File: src/rtl/mult_arbiter.sv
// Round-robin front end that shares one sequential multiplier between N_REQ requesters.
// Accepts one operand pair at a time, starts the multiplier, guards it with a watchdog and returns a tagged product.
module mult_arbiter #(
    parameter int N_REQ   = 4,
    parameter int WIDTH   = 32,
    parameter int TIMEOUT = 40,
    parameter int ID_W    = $clog2(N_REQ)
) (
    input  logic                   i_clk,
    input  logic                   i_rst_n,
    input  logic [N_REQ-1:0]       i_req_valid,
    output logic [N_REQ-1:0]       o_req_ready,
    input  logic [N_REQ*WIDTH-1:0] i_req_a,
    input  logic [N_REQ*WIDTH-1:0] i_req_b,
    output logic                   o_mul_start,
    output logic [WIDTH-1:0]       o_mul_a,
    output logic [WIDTH-1:0]       o_mul_b,
    input  logic                   i_mul_done,
    input  logic [2*WIDTH-1:0]     i_mul_result,
    output logic                   o_rsp_valid,
    output logic [ID_W-1:0]        o_rsp_id,
    output logic [2*WIDTH-1:0]     o_rsp_result,
    output logic                   o_rsp_error,
    input  logic                   i_rsp_ready,
    output logic                   o_busy
);

    localparam int CNT_W = $clog2(TIMEOUT + 1);

    typedef enum logic [1:0] {IDLE, ISSUE, WAIT, RESP} state_t;

    state_t             state_q, state_d;
    logic [ID_W-1:0]    ptr_q, ptr_d;
    logic [ID_W-1:0]    id_q, id_d;
    logic [CNT_W-1:0]   cnt_q, cnt_d;
    logic [WIDTH-1:0]   a_q, a_d;
    logic [WIDTH-1:0]   b_q, b_d;
    logic [2*WIDTH-1:0] res_q, res_d;
    logic               err_q, err_d;

    logic               grant_vld;
    logic [ID_W-1:0]    grant_id;
    logic [ID_W:0]      rr_idx;

    // Scan from the highest offset down so the lowest offset from the pointer wins.
    always_comb begin
        grant_vld = 1'b0;
        grant_id  = '0;
        rr_idx    = '0;
        for (int i = N_REQ - 1; i >= 0; i--) begin
            rr_idx = {1'b0, ptr_q} + (ID_W+1)'(i);
            if (rr_idx >= (ID_W+1)'(N_REQ)) begin
                rr_idx = rr_idx - (ID_W+1)'(N_REQ);
            end
            if (i_req_valid[rr_idx[ID_W-1:0]]) begin
                grant_vld = 1'b1;
                grant_id  = rr_idx[ID_W-1:0];
            end
        end
    end

    genvar gi;
    generate
        for (gi = 0; gi < N_REQ; gi++) begin : g_ready
            assign o_req_ready[gi] = (state_q == IDLE) && grant_vld && (grant_id == ID_W'(gi));
        end
    endgenerate

    always_comb begin
        state_d = state_q;
        ptr_d   = ptr_q;
        id_d    = id_q;
        cnt_d   = cnt_q;
        a_d     = a_q;
        b_d     = b_q;
        res_d   = res_q;
        err_d   = err_q;
        case (state_q)
            IDLE: begin
                if (grant_vld) begin
                    a_d     = i_req_a[int'(grant_id)*WIDTH +: WIDTH];
                    b_d     = i_req_b[int'(grant_id)*WIDTH +: WIDTH];
                    id_d    = grant_id;
                    state_d = ISSUE;
                end
            end
            ISSUE: begin
                cnt_d   = '0;
                state_d = WAIT;
            end
            WAIT: begin
                // A done pulse on the final watchdog cycle still counts as success.
                if (i_mul_done) begin
                    res_d   = i_mul_result;
                    err_d   = 1'b0;
                    state_d = RESP;
                end else if (cnt_q == CNT_W'(TIMEOUT - 1)) begin
                    res_d   = '0;
                    err_d   = 1'b1;
                    state_d = RESP;
                end else begin
                    cnt_d = cnt_q + CNT_W'(1);
                end
            end
            RESP: begin
                if (i_rsp_ready) begin
                    ptr_d   = (id_q == ID_W'(N_REQ - 1)) ? '0 : id_q + ID_W'(1);
                    state_d = IDLE;
                end
            end
            default: state_d = IDLE;
        endcase
    end

    always_ff @(posedge i_clk or negedge i_rst_n) begin
        if (!i_rst_n) begin
            state_q <= IDLE;
            ptr_q   <= '0;
            id_q    <= '0;
            cnt_q   <= '0;
            a_q     <= '0;
            b_q     <= '0;
            res_q   <= '0;
            err_q   <= 1'b0;
        end else begin
            state_q <= state_d;
            ptr_q   <= ptr_d;
            id_q    <= id_d;
            cnt_q   <= cnt_d;
            a_q     <= a_d;
            b_q     <= b_d;
            res_q   <= res_d;
            err_q   <= err_d;
        end
    end

    assign o_mul_start  = (state_q == ISSUE);
    assign o_mul_a      = a_q;
    assign o_mul_b      = b_q;
    assign o_rsp_valid  = (state_q == RESP);
    assign o_rsp_id     = id_q;
    assign o_rsp_result = res_q;
    assign o_rsp_error  = err_q;
    assign o_busy       = (state_q != IDLE);

endmodule
File: config.mk
export PLATFORM = sky130hd
export DESIGN_NAME = mult_arbiter
export DESIGN_NICKNAME = d
export VERILOG_FILES = /design/src/rtl/mult_arbiter.sv
export SDC_FILE = /design/constraint.sdc
export NUM_CORES = 1
export LEC_CHECK = 0
export BUFFER_PORTS_ARGS = -buffer_cell sky130_fd_sc_hd__buf_4
export CORE_AREA = 2 2 179 181
export CTS_CLUSTER_DIAMETER = 60
export DETAILED_ROUTE_END_ITERATION = 7
export DIE_AREA = 0 0 181 183
export PLACE_DENSITY = 0.51
export SYNTH_ARGS = -nofsm -noshare
export SYNTH_HDL_FRONTEND = slang
export SYNTH_SLANG_ARGS = --single-unit
File: constraint.sdc
create_clock -name i_clk -period 5.2 [get_ports i_clk]
set_input_delay 1.04 -clock i_clk [delete_from_list [all_inputs] [get_ports i_clk]]
set_output_delay 1.04 -clock i_clk [all_outputs]
set_load 0.005 [all_outputs]
# ---- After elaboration in Yosys (flattened, before gate mapping)
# Cells that the tools add are included.
dict set report totals {
  register_bits 141
  input_bits 328
  word_cells 88
}
dict set report classes {
  addsub 9
  n_lt_le_gt_ge 8
  n_eq_ne 13
  shifts 2
  mux 33
  n_reduce_logical 15
}
# cell n
set ops {}
lappend ops {{variable part select 128 x 8 -> 32 bit} 2}
lappend ops {{two-way mux 64 bit} 2}
lappend ops {{two-way mux 2 bit} 13}
lappend ops {{< comparator 2 x 3 -> 1 bit (second input constant)} 4}
lappend ops {{two-way mux 6 bit} 2}
lappend ops {{one-hot mux 6 bit (2 select lines)} 1}
lappend ops {{== test 2 bit (second input constant)} 5}
lappend ops {{two-way mux 1 bit} 10}
lappend ops {{greater-or-equal comparator 3 bit (second input constant)} 3}
lappend ops {{binary-select mux 1 bit (select 2 bit)} 4}
lappend ops {{one-hot mux 2 bit (4 select lines)} 1}
lappend ops {{subtractor 2 x 1 -> 2 bit (second input constant)} 4}
lappend ops {{adder 2 x 2 -> 3 bit (second input constant)} 2}
lappend ops {{adder 6 x 1 -> 6 bit (second input constant)} 1}
lappend ops {{== test 6 bit (second input constant)} 1}
lappend ops {{inequality test 2 bit (second input constant)} 3}
lappend ops {{AND reduction 2 bit} 3}
lappend ops {{AND reduction 3 bit} 2}
lappend ops {{nonzero test 2 bit} 3}
lappend ops {{logical AND 1 bit} 5}
lappend ops {{== test 2 x 1 -> 1 bit (second input constant)} 2}
lappend ops {{logical NOT 2 bit} 2}
lappend ops {{adder 2 x 1 -> 3 bit (second input constant)} 1}
lappend ops {{greater-or-equal comparator 2 x 3 -> 1 bit (second input constant)} 1}
lappend ops {{3 further kinds} 3}

# ---- Logic depth before layout (Yosys ltp)
dict set report logic_depth {
  depth_word 11
  mapped_depth 9
  mapped_depth_nobuf 7
}

# ---- Least setup slack after synthesis
# Ideal clock, no wire load.
dict set report synth_timing {
  kind {input to output}
  from {in i_req_valid[2]}
  to {out o_req_ready[0]}
  arrival_time_ns 2.086
  setup_slack_ns 2.074
  stages 6
  path_buffers 2
  cell_sequence {nor2b_1 a311oi_2 o21ai_1 buf_4 buf_2 nor2_1}
}
dict set report synth_between {
  elab_chain_cells 8
  word_cells_on_any_way 19
}
# item line
set synth_lines {}
lappend synth_lines {{from (decl)} 11} ;# input logic [N_REQ-1:0] i_req_valid,
lappend synth_lines {{binary-select mux 1 bit (select 2 bit)} 55} ;# if (i_req_valid[rr_idx[ID_W-1:0]]) begin
lappend synth_lines {{two-way mux 1 bit (not written as such)} 55}
lappend synth_lines {{two-way mux 2 bit / two-way mux 1 bit (equally long branches) (4 in a row)} 55}
lappend synth_lines {{logical NOT 2 bit / logical AND 1 bit (equally long branches)} 65} ;# assign o_req_ready[gi] = (state_q == IDLE) && grant_vld && (grant_id == ID_W'(gi));
lappend synth_lines {{logical AND 1 bit *} 65}
lappend synth_lines {{to (decl)} 12} ;# output logic [N_REQ-1:0] o_req_ready,
# Mark *: on every way between the ends. The rest lies on a longest branch, timed or not. The select of a mux whose other input is x is not followed.

# ---- Worst setup path in the final report
dict set report layout_timing {
  from {in i_req_valid[3]}
  to {out o_req_ready[2]}
}
dict set report layout_between {
  elab_chain_cells 8
  word_cells_on_any_way 19
}
# item line
set layout_lines {}
lappend layout_lines {{binary-select mux 1 bit (select 2 bit)} 55}
lappend layout_lines {{two-way mux 1 bit (not written as such)} 55}
lappend layout_lines {{two-way mux 2 bit / two-way mux 1 bit (equally long branches) (4 in a row)} 55}
lappend layout_lines {{== test 2 bit / logical AND 1 bit (equally long branches)} 65}
lappend layout_lines {{logical AND 1 bit *} 65}
# Marked as above.

==> metrics.csv <==
metric;value;unit
Setup-failing EPs final;0;
IO Port Bufs;465;
end of the critical path;o_req_ready[2];
Critical Path AT;2.29;ns
layout cell share with drive strength beyond 1;47.9;%
Setup Buffers After CTS;0;
Worst-path clk slew;0.06;ns
DRT Wirelength;29100;um
Max-slew headroom;37.9;%
RSZ-0062 raised after global routing;no;
Critical R2R Launch;ptr_q[1];
distinct cell type count of the synthesized netlist;37;
cell count of the worst reg-to-reg path;6;
initial antenna violation count;1;
GRT Util Overall;17.1;%
grt total ovfl;0;
Worst VDD drop;0.000306;V
r2r setup slk;2.66;ns
Placed Cells;1546;
CP Max Fanout;8;
Leakage Power;5.89;nW
clock latency on the worst-skew pair;0.44;ns
synthesis-stage register bit count;141;
Synth Instances;726;
Initial Utilization;23.2;%
clk sinks;141;
Initial DRT Pass Iterations;4;
cts repair resizes;0;
die area;33100;um2
Crit path largest cell delay;0.46;ns
vias post-DR;7231;
Fin Setup TNS;0;ns
Syn Nets;1061;
Mean Syn Cell Area;9.99;um2
Ys Warns;0;
TritonCTS Buffers;17;
clock root buffer;clkbuf_16;
CTS tree;done;
vias per std cell;4.58;
Slew @ Worst Pin;0.931;ns
largest net degree at the start of global routing;130;
synth top area cells;dfrtp_1 (49%), mux2i_1 (9.3%), mux2_2 (7.3%), nand2_1 (7.2%), o22ai_1 (5.4%);
Max Clock Freq;0.300;GHz
post-route ant nets;0;
PwrDens;525;nW/um2
skew final;0.0135;ns
largest area contributor in the netlist;dfrtp_1;
total chip power;6.16;mW
post-layout util;37.6;%
die extent in x;181;um
worst path required time;4.16;ns
area of the multi-input gates;3440;um2
Layout area overhead;61.8;%
fin. max-slew vios;0;
Post-synth top flop;dfrtp_1;
EDFF count, synth;0;
highest-delay cell along the critical path;nor4_2;
CTS max path bufs;2;
sequential share of the synthesized area;48.7;%
Max Cap Viol;0;
most used cell, CP;buf_4;
Die Span Y;183;um
storage element area;3530;um2
WL per Instance;18.4;um
vias in the first global route;7352;
Fill cells;3176;
setup slack after layout;1.87;ns
Commonest cells post-synth;dfrtp_1 (141), nand2_1 (140), a21oi_1 (67), mux2i_1 (67), nand3_1 (67);
top cell type's share of synthesized area;48.7;%
Site Rows;65;
CTS Hold Buffers Added;0;
post-route insts no fill;1578;
Critical R2R Capture;o_mul_b[11];
ANT cells;0;
Ports;466;
area of the mapped netlist;7250;um2
htree depth;4;
crit path from;i_req_valid[3];
first-pass GRT wire length;43300;um
status;complete, no violations;
Hold Path Class;flop to flop;
Core ar.;31200;um2
Final Hold Viols;0;
Final GP Congestion;0.795;
fin crit period;3.33;ns
Synth async-reset ratio;100;%
Critical Path Sink Type;primary output;
dpl ws;1.85;ns
layout net count;1498;
CP Cell Sequence;buf_4 -> nor4_2 -> nand2b_1 -> nor4_1 -> buf_4;
Hold WS;0.501;ns
dpl cell area;11100;um2
Final Cycle Share;64.1;%
top-count cell post-synth;dfrtp_1;
Residual DRC;0;
CP Class;primary input to primary output;
CP startpoint kind;primary input;
Final HPWL DP;21200;um
design area;11700;um2
initial drt markers;261;
[cell families after synthesis]
group,share of synthesized area (%)
AOI/OAI and AO/OA,12.4
muxes,19.3
adders and majority gates,1.21
and+or+nand+nor,13.8
buffers and inverters,4.52
DFF,48.7
[final cells by class]
type	count	share of cell area, %
Timing Repair Buffer	474	30.5
Sequential cell	141	30.1
Multi-Input combinational cell	521	29.3
Tap cell	402	4.29
Clock buffer	19	3.78
Clock inverter	13	1.80
Inverter	8	0.256
[worst max-delay path, delay by kind of cell]
family	cells	cell delay (ns)
buffers and inverters	2	0.30
AND/OR/NAND/NOR	3	0.96
[routing by layer]
layer	track usage, %	up-vias	part of all wire [%]	wire [um]
li1	-	3469	-	-
met1	20.4	3412	40	11600
met2	27.9	322	48	13900
met3	6.97	26	10	3000
met4	5.95	2	1.7	499
met5	0	-	0.055	16
[state kept, by name (all words and copies together), names as in the netlist]
signal / cells
cnt_q: 6
o_mul_a: 32
o_mul_b: 32
o_rsp_error: 1
o_rsp_id: 2
o_rsp_result: 64
ptr_q: 2
state_q: 2
[cells in the final DEF, fill, tap and decap left out, types with 17 or more instances in the layout]
cell / instances
a21oi_1: 67
buf_4: 472
clkbuf_16: 17
dfrtp_1: 141
mux2_1: 18
mux2_2: 47
mux2i_1: 67
nand2_1: 139
nand3_1: 66
o22ai_1: 63
[power breakdown]
group          leakage (nW)  switching, mW  internal (mW)
logic                  3.91           1.41           1.47
clock network         0.306          0.510          0.866
registers              1.68          0.297           1.61
[worst min-delay path by stage]
stage	to	start	cells past startpoint
2_1_floorplan	o_rsp_result[0]	o_rsp_result[0]	2
3_5_place_dp	o_rsp_result[35]	o_rsp_result[35]	2
4_1_cts	o_rsp_result[6]	o_rsp_result[6]	2
6_report	o_rsp_result[55]	o_rsp_result[55]	2
3_3_place_gp	o_rsp_result[53]	o_rsp_result[53]	2
5_1_grt	o_rsp_result[60]	o_rsp_result[60]	2
Power figures use the tool's default switching activity.
